[src/rtl/seq_chunk_adder_if.sv]
// Handshake and operand/result bundle for seq_chunk_adder.
// The master side drives a request; the slave side (the adder) returns status and result.
interface seq_chunk_adder_if #(
  parameter int WIDTH = 12
);
  logic             START;
  logic [WIDTH-1:0] A;
  logic [WIDTH-1:0] B;
  logic             Cin;
  logic             SUB;
  logic             SAT;
  logic             BUSY;
  logic             DONE;
  logic [WIDTH-1:0] SUM;
  logic             Cout;
  logic             OVF;

  modport master (
    output START, A, B, Cin, SUB, SAT,
    input  BUSY, DONE, SUM, Cout, OVF
  );

  modport slave (
    input  START, A, B, Cin, SUB, SAT,
    output BUSY, DONE, SUM, Cout, OVF
  );
endinterface

[src/rtl/seq_chunk_adder.sv]
// Multi-cycle add/subtract: one CHUNK-bit slice per clock, LSB first, with a registered
// inter-slice carry, signed-overflow detection and optional signed saturation.
module seq_chunk_adder #(
  parameter int WIDTH = 12,
  parameter int CHUNK = 4
) (
  input logic              CLK,
  input logic              RST_N,
  seq_chunk_adder_if.slave bus
);
  localparam int NCHUNK = WIDTH / CHUNK;
  localparam int CNT_W  = (NCHUNK > 1) ? $clog2(NCHUNK) : 1;
  localparam logic [CNT_W-1:0] LAST_CNT = CNT_W'(NCHUNK - 1);

  generate
    if (CHUNK < 1 || CHUNK > WIDTH || (WIDTH % CHUNK) != 0) begin : g_bad_param
      $error("seq_chunk_adder: WIDTH must be a positive multiple of CHUNK");
    end
  endgenerate

  typedef enum logic [1:0] {IDLE, RUN, DONE_S} state_t;

  state_t           state, state_nx;
  logic [WIDTH-1:0] a_q, b_q, res_q, sum_q;
  logic             carry_q, sat_q, cout_q, ovf_q;
  logic [CNT_W-1:0] cnt_q;

  logic             accept, last_slice;
  logic [CHUNK-1:0] slice_a, slice_b, slice_s;
  logic             slice_cout, msb_cin;
  logic [WIDTH-1:0] res_nx;

  // Clamp toward the operand A sign: an overflow always has the opposite sign to A.
  function automatic logic [WIDTH-1:0] saturate(input logic [WIDTH-1:0] raw,
                                                input logic ovf, input logic sat,
                                                input logic a_msb);
    logic [WIDTH-1:0] clamp;
    clamp = {a_msb, {(WIDTH-1){~a_msb}}};
    return (sat && ovf) ? clamp : raw;
  endfunction

  assign accept     = ((state == IDLE) || (state == DONE_S)) && bus.START;
  assign last_slice = (cnt_q == LAST_CNT);

  always_ff @(posedge CLK or negedge RST_N) begin
    if (!RST_N) state <= IDLE;
    else        state <= state_nx;
  end

  always_comb begin
    state_nx = state;
    case (state)
      IDLE:    if (accept) state_nx = RUN;
      RUN:     if (last_slice) state_nx = DONE_S;
      DONE_S:  state_nx = accept ? RUN : IDLE;
      default: state_nx = IDLE;
    endcase
  end

  always_comb begin
    bus.BUSY = (state == RUN);
    bus.DONE = (state == DONE_S);
  end

  // Slice datapath; the carry into the slice MSB recovers from a ^ b ^ s at that bit.
  always_comb begin
    slice_a = a_q[int'(cnt_q) * CHUNK +: CHUNK];
    slice_b = b_q[int'(cnt_q) * CHUNK +: CHUNK];
    {slice_cout, slice_s} = {1'b0, slice_a} + {1'b0, slice_b} + {{CHUNK{1'b0}}, carry_q};
    msb_cin = slice_a[CHUNK-1] ^ slice_b[CHUNK-1] ^ slice_s[CHUNK-1];
    res_nx = res_q;
    res_nx[int'(cnt_q) * CHUNK +: CHUNK] = slice_s;
  end

  always_ff @(posedge CLK or negedge RST_N) begin
    if (!RST_N) begin
      a_q     <= '0;
      b_q     <= '0;
      res_q   <= '0;
      sum_q   <= '0;
      carry_q <= 1'b0;
      sat_q   <= 1'b0;
      cout_q  <= 1'b0;
      ovf_q   <= 1'b0;
      cnt_q   <= '0;
    end else if (accept) begin
      a_q     <= bus.A;
      b_q     <= bus.B ^ {WIDTH{bus.SUB}};
      carry_q <= bus.SUB | bus.Cin;
      sat_q   <= bus.SAT;
      res_q   <= '0;
      cnt_q   <= '0;
    end else if (state == RUN) begin
      res_q   <= res_nx;
      carry_q <= slice_cout;
      if (last_slice) begin
        sum_q  <= saturate(res_nx, msb_cin ^ slice_cout, sat_q, a_q[WIDTH-1]);
        cout_q <= slice_cout;
        ovf_q  <= msb_cin ^ slice_cout;
      end else begin
        cnt_q  <= cnt_q + 1'b1;
      end
    end
  end

  assign bus.SUM  = sum_q;
  assign bus.Cout = cout_q;
  assign bus.OVF  = ovf_q;
endmodule

[src/flat_wrapper.sv]
// flat-port wrapper written by rule: the top's interface ports become plain ports
module seq_chunk_adder_flat 
#(
  parameter int WIDTH = 12,
  parameter int CHUNK = 4
)
  (CLK, RST_N, bus_START, bus_A, bus_B, bus_Cin, bus_SUB, bus_SAT, bus_BUSY, bus_DONE, bus_SUM, bus_Cout, bus_OVF);
  seq_chunk_adder_if #(.WIDTH(WIDTH)) bus_i ();
  input logic CLK;
  input logic RST_N;
  input wire logic [$bits(bus_i.START)-1:0] bus_START;
  input wire logic [$bits(bus_i.A)-1:0] bus_A;
  input wire logic [$bits(bus_i.B)-1:0] bus_B;
  input wire logic [$bits(bus_i.Cin)-1:0] bus_Cin;
  input wire logic [$bits(bus_i.SUB)-1:0] bus_SUB;
  input wire logic [$bits(bus_i.SAT)-1:0] bus_SAT;
  output wire logic [$bits(bus_i.BUSY)-1:0] bus_BUSY;
  output wire logic [$bits(bus_i.DONE)-1:0] bus_DONE;
  output wire logic [$bits(bus_i.SUM)-1:0] bus_SUM;
  output wire logic [$bits(bus_i.Cout)-1:0] bus_Cout;
  output wire logic [$bits(bus_i.OVF)-1:0] bus_OVF;
  assign bus_i.START = bus_START;
  assign bus_i.A = bus_A;
  assign bus_i.B = bus_B;
  assign bus_i.Cin = bus_Cin;
  assign bus_i.SUB = bus_SUB;
  assign bus_i.SAT = bus_SAT;
  assign bus_BUSY = bus_i.BUSY;
  assign bus_DONE = bus_i.DONE;
  assign bus_SUM = bus_i.SUM;
  assign bus_Cout = bus_i.Cout;
  assign bus_OVF = bus_i.OVF;
  seq_chunk_adder #(.WIDTH(WIDTH), .CHUNK(CHUNK)) u_core (.CLK(CLK), .RST_N(RST_N), .bus(bus_i));
endmodule
[config.mk]
export PLATFORM = sky130hd
export DESIGN_NAME = seq_chunk_adder_flat
export DESIGN_NICKNAME = d
export VERILOG_FILES = /design/src/rtl/seq_chunk_adder_if.sv /design/src/rtl/seq_chunk_adder.sv /design/src/flat_wrapper.sv
export SDC_FILE = /design/constraint.sdc
export NUM_CORES = 1
export LEC_CHECK = 0
export CELL_PAD_IN_SITES_DETAIL_PLACEMENT = 1
export CELL_PAD_IN_SITES_GLOBAL_PLACEMENT = 1
export CORE_AREA = 2 2 88 90
export CTS_CLUSTER_SIZE = 12
export DETAILED_ROUTE_END_ITERATION = 10
export DIE_AREA = 0 0 90 92
export PLACE_DENSITY = 0.78
export SYNTH_ARGS = -nofsm -noshare
export SYNTH_HDL_FRONTEND = slang
export SYNTH_SLANG_ARGS = --single-unit
[constraint.sdc]
create_clock -name CLK -period 3.7 [get_ports CLK]
set_clock_uncertainty 0.15 [all_clocks]
set_input_delay 0.37 -clock CLK [delete_from_list [all_inputs] [get_ports CLK]]
set_output_delay 0.37 -clock CLK [all_outputs]
set_load 0.01 [all_outputs]
==> out/metrics.yaml <==
routing:
  routed_wl_um: 6550
  dr.first_iter.drc_count: 88
  drc: 0
  drt-pass1-iter-count: 4
  vias_per_cell: 4.97
  ant_nets: 0
  num_vias: 2218
  avgRoutedWirePerCell_um: 14.7
clock_tree:
  cts_buffer_depth: 2
  insertion_delay_ns: 0.31
  clk_pin_slew_ns: 0.10
  cts.sinks: 56
  cts_buffers: 5
  ctsRootBufferMaster: "clkbuf_8"
  cts_tree: "built"
  htree_levels: 2
yosys:
  yosysTopAreaCell: "dfrtp_1"
  synth-seq-cells: 56
  synthCells: 299
  syn_nets: 339
  syn_area_mm2: 0.00286
  yosysSeqAreaShare_pct: 49.0
  ys_types: 35
  synth_common_cells: "nand2_1, dfrtp_1, o21ai_0, xnor2_1, inv_1"
  yosysWarningCount: 0
  synth_top_area_share_pct: 49.0
  synth_area_leaders: "dfrtp_1, nand2_1, o21ai_0"
  synth_ff_type: "dfrtp_1"
  synth_area_per_cell_um2: 9.56
  synth.most_common_cell: "nand2_1"
  async_reset_ff_share_pct: 100
  synth_edf_count: 0
worst_setup_path:
  worst_setup_path_start_kind: "register"
  cp-end-kind: "register"
  ff2ff_setup_slack_ns: 0.45
  critPathKind: "reg -> reg"
  r2r_end: "u_core.bus.SUM[5]"
  arrival_ns: 3.28
  rr_startpoint: "u_core.cnt_q[1]"
  crit_required_ns: 3.73
  crit_slowest_cell: "dfrtp_1"
  worst_path_largest_cell_delay_ns: 0.52
  cp_cell_sequence: "nor2_2 > nand2_1 > o21ai_0 > fa_1 > inv_1 > fa_1 > nand2b_1 > o2bb2ai_1 > xor2_2 > a31o_2 > o21ai_0"
  rr_worst_depth: 11
  crit_fanout: 11
hold_path:
  holdPathEnd: "u_core.a_q[10]"
  min_path_cells: 2
  hp-start: "u_core.a_q[10]"
  min_path_type: "reg -> reg"
sta:
  timing.final.max_slew_violations: 0
  setup_viol: 0
  fmax_mhz: 307
  tns_ns: 0
  hold_viol: 0
  worst_pin_slew_ns: 0.768
  fin_crit_sh_pct: 87.9
  max_slew_margin_pct: 48.8
  fin_crit_ns: 3.25
  grt_setup_unrepaired: "no"
placement:
  place_area_mm2: 0.00340
  io_buffer_count: 45
  gp_congestion: 0.892
  dpl.cell_count: 437
  hpwl_um: 4930
grt:
  track_usage_pct: 16.6
  grt_first_pass_wirelength_um: 11000
  antenna_found_initial: 0
  grt_max_degree: 39
  grt_overflow: 0
  grt_pass1_vias: 2257
final_layout:
  multiInputGateArea_mm2: 0.00133
  fillerInstances: 869
  regArea_mm2: 0.00140
  finalNetCount: 383
  drive_gt1_share_pct: 9.01
  stdcell_area_mm2: 0.00352
  fin_cells: 446
  diodes: 0
  area_delta_synth_final_pct: 23.3
floorplan:
  row_count: 32
  ios: 46
  die_x_um: 90
  coreArea_mm2: 0.00745
  die_area_mm2: 0.00828
  initial_core_util_pct: 38.4
  die_h_um: 92
flow_run:
  max_cap_violations: 0
status:
  status: "completed"
pwr:
  power.leakage_nw: 1.57
  peakVddDrop_mv: 0.329
  powerDensity_mw_per_mm2: 916
==> registers in the layout, indices dropped and copies added, names as in the netlist <==
| name | cells |
|---|---|
| u_core.bus.OVF | 1 |
| u_core.bus.Cout | 1 |
| u_core.bus.SUM | 12 |
| u_core.carry_q | 1 |
| u_core.sat_q | 1 |
| u_core.state | 2 |
| u_core.b_q | 12 |
| u_core.a_q | 12 |
| u_core.res_q | 12 |
| u_core.cnt_q | 2 |
==> timing repair <==
item | 4_1_cts | 5_1_grt
hold endpoints to repair | 22 | 0
endpoints found under the setup margin | 0 | 1
resized for setup | 0 | 1
hold buffers | 1 | 0
setup buffers | 0 | 0
==> report_power, final <==
| part | internal (mW) | leakage [nW] | switching, mW |
|---|---|---|---|
| Combinational | 0.705 | 0.788 | 1.07 |
| Sequential | 0.870 | 0.727 | 0.181 |
| Clock | 0.201 | 0.0552 | 0.199 |
==> critical path: cells and delay by family, from the launching register on <==
kind / cells / cell delay (ns)
adder cells (fa/ha/maj): 2 / 0.63
AND/OR/NAND/NOR: 3 / 0.56
XOR/XNOR: 1 / 0.31
buffers and inverters: 1 / 0.05
AO/OA/AOI/OAI: 4 / 0.90
flip-flops: 1 / 0.52
==> kinds of logic (layout without fill, tap and decap cells) <==
kind of cell,Yosys count,in the layout,share of synthesized area (%)
simple gates,98,98,14.2
compound gates,80,80,18.9
flops,56,56,49.0
buf+inv,30,75,4.64
xor+xnor,16,16,5.16
fa+ha+maj,10,10,4.90
mux,9,9,3.19
==> how the worst max path moves through the flow <==
stage | startpoint | to | cells past startpoint
after floorplan | u_core.cnt_q[0] | u_core.bus.SUM[11] | 13
after global placement | u_core.cnt_q[1] | u_core.bus.SUM[5] | 11
after detailed placement | u_core.cnt_q[1] | u_core.bus.SUM[5] | 11
after CTS | u_core.cnt_q[1] | u_core.bus.SUM[5] | 11
after global routing | u_core.cnt_q[1] | u_core.bus.SUM[5] | 11
final | u_core.cnt_q[1] | u_core.bus.SUM[5] | 11
==> placed cells by master, fill, tap and decap left out, drive strengths merged <==
master / synthesis / layout
dfrtp: 56 / 56
nor2: 8 / 8
o211ai: 1 / 1
a21oi: 10 / 10
inv: 13 / 13
mux2: 1 / 1
mux2i: 8 / 8
ha: 8 / 8
bufinv: 0 / 1
and4b: 1 / 1
a221oi: 2 / 2
a22oi: 3 / 3
clkinv: 1 / 2
nand2: 79 / 79
nor3: 1 / 1
fa: 2 / 2
a21boi: 3 / 3
buf: 6 / 8
nor2b: 5 / 5
clkbuf: 10 / 6
xor2: 2 / 2
a221o: 1 / 1
a31oi: 1 / 1
nor4b: 1 / 1
dlygate4sd3: 0 / 1
nand2b: 3 / 3
o2bb2ai: 1 / 1
a222oi: 3 / 3
o21ai: 44 / 44
clkdlybuf4s50: 0 / 44
a21o: 1 / 1
a31o: 1 / 1
a22o: 9 / 9
xnor2: 14 / 14
==> layer usage <==
metal / up-vias / GRT usage, % / part of all wire, %
met1: 1076 / 21.2 / 45
met4: 0 / 3.97 / 0.78
met3: 5 / 2.96 / 3.4
met2: 48 / 29.5 / 50
li1: 1089 / - / -
met5: - / 0 / 0
==> cell type report <==
class | instances | share of cell area (%)
tap | 102 | 3.62
clock inverter | 2 | 0.994
multi-input combinational | 213 | 37.7
inverter | 14 | 1.49
timing repair buffer | 53 | 14.4
clock buffer | 6 | 2.06
sequential | 56 | 39.8
==> per-stage QoR <==
stage	hold WS [ns]	util [%]	power, mW	worst slack (ns)
5_1_grt	0.361	47.3	3.50	0.165
4_1_cts	0.341	47.3	3.26	0.263
3_3_place_gp	0.309	45.7	2.77	0.464
2_1_floorplan	-0.0756	-	2.28	0.574
3_5_place_dp	0.317	45.7	2.84	0.337
6_report	0.331	47.3	3.23	0.446
Note: power is estimated with default switching activity, not from simulation.
